--- src/rtl/square_redraw_scheduler.sv ---
// ---------------------------------------------------------------------------
// square_redraw_scheduler
//
// Purpose:
//   Schedules pixel-address rasters for an LCD board display. The display is
//   an LCD_WIDTH x LCD_HEIGHT screen. Below a BANNER_HEIGHT clock banner sits
//   an 8x8 board of SQUARE_SIZE squares.
//   - Single squares are requested through a 64-bit dirty mask. The next
//     square to draw is picked round-robin, starting after the square that
//     was served last.
//   - A full-screen redraw can be requested. It has priority over squares
//     and discards square requests that are already pending.
//   Each pixel is presented as an (x,y) address. It advances only when the
//   display accepts it with a pixelWrite/pixelReady handshake.
//
// Ports:
//   clock         in   single clock; all state changes on its rising edge
//   resetApp_n    in   synchronous active-low reset
//   squareDirty   in   [63:0] one-cycle per-square redraw requests
//                      (bit n = row n/8, col n%8)
//   frameRequest  in   one-cycle full-screen redraw request
//   pixelReady    in   display accepts the presented pixel
//   pixelWrite    out  a pixel address is being presented
//   xAddr         out  [7:0] pixel x address
//   yAddr         out  [8:0] pixel y address
//   frameActive   out  full-frame pass in progress
//   squareIdx     out  [5:0] square being drawn (valid with squareActive)
//   squareActive  out  single-square pass in progress
//   frameDone     out  one-cycle pulse after the last frame pixel is accepted
//
// Configuration macro:
//   FRAME_ON_RESET_EN  When defined, a full frame is requested automatically
//                      on the first clock edge after reset is released.
// ---------------------------------------------------------------------------
module square_redraw_scheduler #(
  parameter int LCD_WIDTH     = 240,
  parameter int LCD_HEIGHT    = 320,
  parameter int BANNER_HEIGHT = 40,
  parameter int SQUARE_SIZE   = 30
) (
  input  logic        clock,
  input  logic        resetApp_n,
  input  logic [63:0] squareDirty,
  input  logic        frameRequest,
  input  logic        pixelReady,
  output logic        pixelWrite,
  output logic [7:0]  xAddr,
  output logic [8:0]  yAddr,
  output logic        frameActive,
  output logic [5:0]  squareIdx,
  output logic        squareActive,
  output logic        frameDone
);

  typedef enum logic [1:0] {
    IDLE   = 2'd0,
    PICK   = 2'd1,
    FRAME  = 2'd2,
    SQUARE = 2'd3
  } state_t;

  localparam logic [7:0] FRAME_X_LAST = 8'(LCD_WIDTH - 1);
  localparam logic [8:0] FRAME_Y_LAST = 9'(LCD_HEIGHT - 1);
  localparam logic [7:0] SQ_SPAN_X    = 8'(SQUARE_SIZE - 1);
  localparam logic [8:0] SQ_SPAN_Y    = 9'(SQUARE_SIZE - 1);

  state_t      r_state, w_state_next;
  logic [63:0] r_mask, w_mask_next;
  logic        r_frame_pend, w_frame_pend_next;
  logic [5:0]  r_last, w_last_next;
  logic [5:0]  r_idx, w_idx_next;
  logic [7:0]  r_x, w_x_next;
  logic [7:0]  r_x_lo, w_x_lo_next;
  logic [7:0]  r_x_hi, w_x_hi_next;
  logic [8:0]  r_y, w_y_next;
  logic [8:0]  r_y_hi, w_y_hi_next;
  logic        r_pixel_write;
  logic        r_frame_active;
  logic        r_square_active;
  logic        r_frame_done, w_frame_done_next;

  // Frame request source: the external pulse, plus the one-shot after reset
  // when auto-frame is enabled.
  logic w_frame_set;
`ifdef FRAME_ON_RESET_EN
  logic r_boot;
  assign w_frame_set = frameRequest | r_boot;
`else
  assign w_frame_set = frameRequest;
`endif

  // Round-robin pick. Rotating the mask right by (last+1) puts the
  // preferred-next square at bit 0. The lowest set bit of the rotated mask
  // is then the offset from that start point, and the sum wraps mod 64.
  logic [5:0]  w_rr_start;
  logic [5:0]  w_rr_offset;
  logic [5:0]  w_pick;
  logic [63:0] w_mask_rot;

  assign w_rr_start = r_last + 6'd1;
  assign w_mask_rot = 64'({r_mask, r_mask} >> w_rr_start);

  always_comb begin
    w_rr_offset = 6'd0;
    for (int i = 63; i >= 0; i--) begin
      if (w_mask_rot[i]) begin
        w_rr_offset = 6'(i);
      end
    end
  end

  assign w_pick = w_rr_start + w_rr_offset;

  // Top-left pixel of the picked square: column = idx[2:0], row = idx[5:3].
  logic [7:0] w_pick_x0;
  logic [8:0] w_pick_y0;
  assign w_pick_x0 = 8'(int'(w_pick[2:0]) * SQUARE_SIZE);
  assign w_pick_y0 = 9'(BANNER_HEIGHT + int'(w_pick[5:3]) * SQUARE_SIZE);

  // One-hot select of the square being drawn. It is used to retire that
  // square's mask bit when the pass finishes.
  logic [63:0] w_sel;
  genvar gi;
  generate
    for (gi = 0; gi < 64; gi++) begin : g_sel
      assign w_sel[gi] = (r_idx == 6'(gi));
    end
  endgenerate

  // Raster position bookkeeping.
  logic w_accept;
  logic w_row_end;
  logic w_last_pix;
  assign w_accept   = r_pixel_write & pixelReady;
  assign w_row_end  = (r_x == r_x_hi);
  assign w_last_pix = w_row_end & (r_y == r_y_hi);

  always_comb begin
    w_state_next      = r_state;
    // New requests are always captured. The branches below only override
    // this where bits must be retired, and even then the same-edge requests
    // are OR-ed back in so that they are never lost.
    w_mask_next       = r_mask | squareDirty;
    w_frame_pend_next = r_frame_pend | w_frame_set;
    w_last_next       = r_last;
    w_idx_next        = r_idx;
    w_x_next          = r_x;
    w_y_next          = r_y;
    w_x_lo_next       = r_x_lo;
    w_x_hi_next       = r_x_hi;
    w_y_hi_next       = r_y_hi;
    w_frame_done_next = 1'b0;

    case (r_state)
      IDLE: begin
        if (r_frame_pend) begin
          // A full frame repaints every square, so pending squares are moot.
          w_state_next      = FRAME;
          w_mask_next       = squareDirty;
          w_frame_pend_next = w_frame_set;
          w_x_next          = 8'd0;
          w_y_next          = 9'd0;
          w_x_lo_next       = 8'd0;
          w_x_hi_next       = FRAME_X_LAST;
          w_y_hi_next       = FRAME_Y_LAST;
        end else if (|r_mask) begin
          w_state_next = PICK;
        end
      end

      PICK: begin
        w_state_next = SQUARE;
        w_idx_next   = w_pick;
        w_last_next  = w_pick;
        w_x_next     = w_pick_x0;
        w_y_next     = w_pick_y0;
        w_x_lo_next  = w_pick_x0;
        w_x_hi_next  = w_pick_x0 + SQ_SPAN_X;
        w_y_hi_next  = w_pick_y0 + SQ_SPAN_Y;
      end

      FRAME, SQUARE: begin
        if (w_accept) begin
          if (w_last_pix) begin
            w_state_next = IDLE;
            if (r_state == FRAME) begin
              w_frame_done_next = 1'b1;
            end else begin
              w_mask_next = (r_mask & ~w_sel) | squareDirty;
            end
          end else if (w_row_end) begin
            w_x_next = r_x_lo;
            w_y_next = r_y + 9'd1;
          end else begin
            w_x_next = r_x + 8'd1;
          end
        end
      end

      default: begin
        w_state_next = IDLE;
      end
    endcase
  end

  always_ff @(posedge clock) begin
    if (!resetApp_n) begin
      r_state         <= IDLE;
      r_mask          <= '0;
      r_frame_pend    <= 1'b0;
      r_last          <= 6'd63;
      r_idx           <= '0;
      r_x             <= '0;
      r_y             <= '0;
      r_x_lo          <= '0;
      r_x_hi          <= '0;
      r_y_hi          <= '0;
      r_pixel_write   <= 1'b0;
      r_frame_active  <= 1'b0;
      r_square_active <= 1'b0;
      r_frame_done    <= 1'b0;
`ifdef FRAME_ON_RESET_EN
      r_boot          <= 1'b1;
`endif
    end else begin
      r_state         <= w_state_next;
      r_mask          <= w_mask_next;
      r_frame_pend    <= w_frame_pend_next;
      r_last          <= w_last_next;
      r_idx           <= w_idx_next;
      r_x             <= w_x_next;
      r_y             <= w_y_next;
      r_x_lo          <= w_x_lo_next;
      r_x_hi          <= w_x_hi_next;
      r_y_hi          <= w_y_hi_next;
      // Status outputs are registered decodes of the next state. This
      // keeps them aligned with r_state and free of glitches.
      r_pixel_write   <= (w_state_next == FRAME) || (w_state_next == SQUARE);
      r_frame_active  <= (w_state_next == FRAME);
      r_square_active <= (w_state_next == SQUARE);
      r_frame_done    <= w_frame_done_next;
`ifdef FRAME_ON_RESET_EN
      r_boot          <= 1'b0;
`endif
    end
  end

  assign pixelWrite   = r_pixel_write;
  assign xAddr        = r_x;
  assign yAddr        = r_y;
  assign frameActive  = r_frame_active;
  assign squareIdx    = r_idx;
  assign squareActive = r_square_active;
  assign frameDone    = r_frame_done;

endmodule

--- config.mk ---
export PLATFORM = sky130hd
export DESIGN_NAME = square_redraw_scheduler
export DESIGN_NICKNAME = d
export VERILOG_FILES = /design/src/rtl/square_redraw_scheduler.sv
export SDC_FILE = /design/constraint.sdc
export NUM_CORES = 1
export LEC_CHECK = 0
export CAP_MARGIN = 10
export CORE_MARGIN = 2
export CORE_UTILIZATION = 39
export DETAILED_ROUTE_END_ITERATION = 16
export PLACE_DENSITY = 0.56
export SLEW_MARGIN = 10
export SYNTH_ARGS = -nofsm -noshare
export SYNTH_HDL_FRONTEND = slang
export SYNTH_SLANG_ARGS = --single-unit
--- constraint.sdc ---
create_clock -name clock -period 9.2 [get_ports clock]
set_input_delay 1.84 -clock clock [delete_from_list [all_inputs] [get_ports clock]]
set_output_delay 1.84 -clock clock [all_outputs]
set_load 0.01 [all_outputs]
# Yosys cells after proc, flatten, opt, wreduce, memory -nomap -nowiden
# Index checks and enable logic that the tools add are counted.
[word_totals]
regBits = 125
input_bits = 68
[op_classes]
n_addsub = 7
multipliers = 2
n_eq_ne = 74
shift = 1
muxes = 92
bitwise = 7
n_reduce_logical = 10
[ops]
columns = ["op", "n"]
rows = [
  ["$mux W6", 64],
  ["$mux W64", 4],
  ["$eq A6 B6 Y1 const B", 32],
  ["$or A64 B64 Y64", 2],
  ["$pmux W64 S2", 1],
  ["$shr A128 B6 Y64", 1],
  ["$eq A6 B5 Y1 const B", 16],
  ["$and A64 B64 Y64", 1],
  ["$not A64 Y64", 1],
  ["$reduce_or A64 Y1", 1],
  ["$eq A6 B4 Y1 const B", 8],
  ["$mux W9", 5],
  ["$mux W8", 5],
  ["$pmux W8 S2", 2],
  ["$pmux W9 S3", 1],
  ["$eq A6 B3 Y1 const B", 4],
  ["$pmux W8 S3", 1],
  ["$pmux W9 S2", 1],
  ["$mul A3 B4 Y7 const B", 2],
  ["$eq A6 B2 Y1 const B", 2],
  ["$add A6 B8 Y9 const A", 1],
  ["$add A9 B1 Y9 const B", 1],
  ["$add A9 B5 Y9 const B", 1],
  ["$eq A9 B9 Y1", 1],
  ["other kinds (22)", 35],
]

# Depth between registers and ports, before layout
# Gate-level depths: netlist of the first run.
[logic_depth]
word_depth = 71
ltp_mapped = 33

# Least setup slack after synthesis of the first run
# OpenSTA, ideal clock, no wires.
[synth_timing]
kind = "register -> register"
from = "register r_last[1]"
to = "register r_y_hi[7]"
setup_ps = 118
arrival_time_ps = 7479
t_required_ps = 9082
setup_slack_ps = 1603
path_stages_with_launch = 30
path_buffers = 2
cell_sequence = "dfxtp_1 ha_1 buf_2 buf_2 mux2_2 mux4_1 mux4_2 or3b_1 o31a_1 o2111a_1 a221o_1 a41oi_2 a21oi_1 ha_1 a21o_1 a21oi_1 o21bai_1 a21oi_1 xnor2_1 xnor2_1 fa_1 ha_1 fa_1 xor2_1 nand2_1 xnor2_1 a211oi_1 xnor2_1 a22oi_1 nor2b_1"
[synth_between]
elab_chain_cells = 71
[synth_rtl]
columns = ["item", "line", "text"]
rows = [
  ["start, declared", "70", "logic [5:0] r_last, w_last_next;"],
  ["start signal, assigned", "229", "r_last <= w_last_next;"],
  ["$add A6 B1 Y6 *", "100", "assign w_rr_start = r_last + 6'd1;"],
  ["$shr A128 B6 Y64", "101", "assign w_mask_rot = 64'({r_mask, r_mask} >> w_rr_start);"],
  ["$mux W6 (64 in series)", "106", "if (w_mask_rot[i]) begin"],
  ["$add A6 B6 Y6 *", "112", "assign w_pick = w_rr_start + w_rr_offset;"],
  ["$mul A3 B4 Y7 *", "118", "assign w_pick_y0 = 9'(BANNER_HEIGHT + int'(w_pick[5:3]) * SQUARE_SIZE);"],
  ["$add A6 B8 Y9 *", "118", ""],
  ["$add A9 B5 Y9 *", "179", "w_y_hi_next = w_pick_y0 + SQ_SPAN_Y;"],
  ["$pmux W9 S2 *", "154", "case (r_state)"],
  ["end signal, assigned", "235", "r_y_hi <= w_y_hi_next;"],
  ["end, declared", "76", "logic [8:0] r_y_hi, w_y_hi_next;"],
]
# Mark *: on every way between the ends. The rest lies on a longest branch, timed or not.
# A chain may end at the register's enable or synchronous reset.

# Final worst setup path of the first run
# Ends and elaborated chain as after synthesis.

==> results of run 1 <==
area by class of cell:
class                           instances  area (sq um)  share of cell area, %
Timing Repair Buffer                  123          1170                   7.24
Tap cell                              468           586                   3.63
Sequential cell                       123          2460                   15.3
Clock buffer                           17           425                   2.63
Inverter                               29           120                  0.744
Clock inverter                         15           164                   1.01
Multi-Input combinational cell       1165         11200                   69.5
placed cells by master (no fill, tap or decap), types with 12 or more instances in the layout:
| master | n |
|---|---|
| a21boi_0 | 12 |
| a21oi_1 | 99 |
| and3_1 | 14 |
| buf_4 | 29 |
| clkbuf_16 | 17 |
| clkdlybuf4s50_1 | 93 |
| dfxtp_1 | 122 |
| ha_1 | 24 |
| inv_1 | 26 |
| mux2_2 | 65 |
| mux2i_1 | 83 |
| mux4_2 | 184 |
| nand2_1 | 158 |
| nand3_1 | 54 |
| nor2_1 | 48 |
| nor2b_1 | 12 |
| nor3_1 | 21 |
| nor4_1 | 27 |
| o211a_1 | 12 |
| o211ai_1 | 18 |
| o21a_1 | 67 |
| o21ai_0 | 35 |
| xnor2_1 | 21 |
| xor2_1 | 23 |
worst register-to-register path: stages (launching register included):
cell	delay, ns
dfxtp_1	0.35
ha_4	0.62
buf_4	0.51
mux2i_1	0.30
mux4_1	0.72
mux4_2	0.57
and4bb_1	0.26
o22ai_1	0.39
o21ba_1	0.23
a211oi_1	0.30
o21ai_1	0.13
o41ai_2	0.26
ha_1	0.32
a21oi_1	0.21
o21bai_1	0.09
a21oi_1	0.19
xnor2_1	0.29
xnor2_1	0.23
fa_1	0.53
ha_1	0.25
fa_1	0.46
xor2_1	0.37
nand2_1	0.14
xnor2_1	0.20
a211oi_1	0.28
xnor2_1	0.09
a22oi_1	0.15
nor2b_1	0.06
flip-flops by register name, indices dropped and copies added, names as in the netlist, 2 cells and up:
signal     count
r_mask        64
r_state        2
r_last         6
xAddr          8
r_y_hi         8
r_x_hi         8
squareIdx      6
yAddr          9
r_x_lo         7
layer usage:
layer	vias to the layer above	wire length (um)	global-route usage [%]
li1	5713	-	-
met1	6476	22400	39.6
met2	864	23300	41.7
met3	157	5100	4.99
met4	2	2500	12.4
met5	-	9	0
repair_timing:
item / CTS / global route
gates resized for setup: 0 / 2
setup endpoints to repair: 0 / 1
setup buffers: 0 / 0
per-stage QoR:
stage	instance area (sq um)	util (%)	hold slack, ns	cells
after CTS	16100	44.5	0.470	1940
after global routing	16200	44.5	0.498	1940
after floorplan	14200	-	0.440	1429
after detailed placement	15600	42.9	0.461	1908
after global placement	15600	42.9	0.455	1908
final	16200	44.5	0.466	1940
how the worst max path moves through the flow:
stage                           start                endpoint  slack [ns]
2_1_floorplan  r_last[1]$_SDFFE_PN1P_  r_y_hi[7]$_SDFFE_PN0P_        1.60
3_3_place_gp   r_last[1]$_SDFFE_PN1P_  r_y_hi[7]$_SDFFE_PN0P_        0.68
3_5_place_dp   r_last[1]$_SDFFE_PN1P_  r_y_hi[7]$_SDFFE_PN0P_        0.57
4_1_cts        r_last[1]$_SDFFE_PN1P_  r_y_hi[7]$_SDFFE_PN0P_        0.58
5_1_grt        r_last[0]$_SDFFE_PN1P_  r_y_hi[7]$_SDFFE_PN0P_       0.009
6_report       r_last[1]$_SDFFE_PN1P_  r_y_hi[7]$_SDFFE_PN0P_        0.60
logic make-up (layout without fill, tap and decap cells):
| logic type | Yosys count | in the layout | share of synthesized area, % |
|---|---|---|---|
| DFF | 123 | 123 | 17.3 |
| xor gates and xnor gates | 49 | 49 | 3.20 |
| adders and majority gates | 32 | 32 | 3.18 |
| buffers and inverters | 141 | 184 | 4.51 |
| AOI/OAI and AO/OA | 337 | 337 | 16.2 |
| muxes | 346 | 346 | 41.7 |
| and+or+nand+nor | 401 | 401 | 13.9 |
==> impl_metrics.csv, run 1 <==
group,metric,value,unit
cts,clk_path_buf_depth,2,
detailed_routing,drc_errors,0,
yosys,synth_area_leaders,"mux4_2 (29%), dfxtp_1 (17%), mux2i_1 (5.8%), mux2_2 (5.1%), nand2_1 (4.2%)",
sta,fmax,0.116,GHz
cells_and_area,fillCellCount,3496,
setup_path,cp_num_cells,27,
die,start_util,39.3,%
sta,min_period,8.60,ns
yosys,synth_seq_cells,123,
setup_path,path_class,"reg2reg",
cts,tritoncts,"built",
setup_path,r2r_cells,27,
sta,timing.final.crit_share,93.5,%
sta,rsz0062_at_grt,"no",
global_routing,overflow,0,
setup_path,path_delay_family,"compound AO/OA/AOI/OAI gates",
die,pin_count,95,
setup_path,worstPathMaxFanout,36,
cts,htree_levels,4,
setup_path,cp_num_buf_inv,1,
placement,dp_hpwl,41200,um
sta,hold_violations,0,
worst_hold_path,hold_class,"reg2reg",
cells_and_area,drive_above_1_share,23.4,%
yosys,ys.flop_type,"dfxtp_1",
cells_and_area,area_delta_synth_final,13.4,%
sta,relSlewSlack,32.0,%
setup_path,cp.required,9.53,ns
detailed_routing,dr.pass1.iters,6,
yosys,synth_most_common_cell,"mux4_2",
setup_path,start_kind,"flop",
global_routing,grt_pass1_vias,12500,
cts,cts_buffers,17,
die,design.die.area,38100,sq um
yosys,postSynth.asyncResetShare,0,%
placement,place_ws,0.567,ns
detailed_routing,num_vias,13200,
sta,clock_skew,0.0122,ns
yosys,synth_warnings,0,
yosys,yosys-top-cells-count,"mux4_2 (184), nand2_1 (159), dfxtp_1 (123)",
cells_and_area,diodes,0,
worst_hold_path,min_to,"r_x_lo[2]$_SDFFE_PN0P_",
setup_path,cpPeakStageDelay,0.72,ns
yosys,syn_inst,1429,
die,fp.dieW,195,um
setup_path,critPathCaptureType,"flop",
setup_path,r2r_slack,0.60,ns
setup_path,r2r_start,"r_last[1]$_SDFFE_PN1P_",
global_routing,grt_max_degree,99,
yosys,synth_edf_count,0,
setup_path,crit_slowest_cell,"mux4_1",
sta,setup_viol,0,
cts,worstSkewPairLatency,0.43,ns
setup_path,crit_top_cell,"xnor2_1",
cells_and_area,nets,1559,
die,die_h,195,um
global_routing,track_usage,27.9,%
setup_path,r2r_end,"r_y_hi[7]$_SDFFE_PN0P_",
cts,cts-root-buf,"clkbuf_16",
cts,cts_sinks,123,
detailed_routing,wl,53400,um
cts,clkSlewWorstSetupHoldPaths,0.06,ns
setup_path,arrival,8.93,ns
flow_run,max_cap_violations,0,
yosys,synth_top_area_share,29.1,%
cts,hold_buffers,0,
sta,worst_slack,0.599,ns
die,coreArea,36300,sq um
detailed_routing,wl_per_cell,27.5,um
die,fp-row-count,70,
outcome,outcome,"complete, no violations",
yosys,syn_area,14200,sq um
detailed_routing,drt-initial-drc-count,1447,
yosys,ys_seq_area_share,17.3,%
yosys,synth_cell_type_count,88,
placement,finalWeightedCongestion,0.996,
detailed_routing,vias_per_cell,6.81,
yosys,synth_nets,1529,
sta,finalSetupTns,0,ns
placement,portBuffers,94,
yosys,syn_area_per_cell,9.97,sq um
sta,tightest_slew,1.02,ns
global_routing,grt_first_pass_wirelength,80900,um
global_routing,antenna_found_initial,1,
sta,maxSlewViolCount,0,
detailed_routing,ant_nets,0,
worst_hold_path,whs_path_depth,2,
yosys,synth_top_cell_by_area,"mux4_2",
worst_hold_path,hold_path_startpoint,"r_x_lo[2]$_SDFFE_PN0P_",
Power of run 1 is left out: the tool's default activity adds up to more than one toggle a clock period on the data nets, which glitch-free logic cannot reach.
==> run 2: changes to the inputs <==
--- a/config.mk
+++ b/config.mk
@@ -14,3 +14,4 @@
 export SYNTH_ARGS = -nofsm -noshare
 export SYNTH_HDL_FRONTEND = slang
 export SYNTH_SLANG_ARGS = --single-unit
+export TNS_END_PERCENT = 50
==> results of run 2 <==
The final DEF is identical to that of run 1; final timing and power are the same.
Power of run 2 is left out for the same reason.
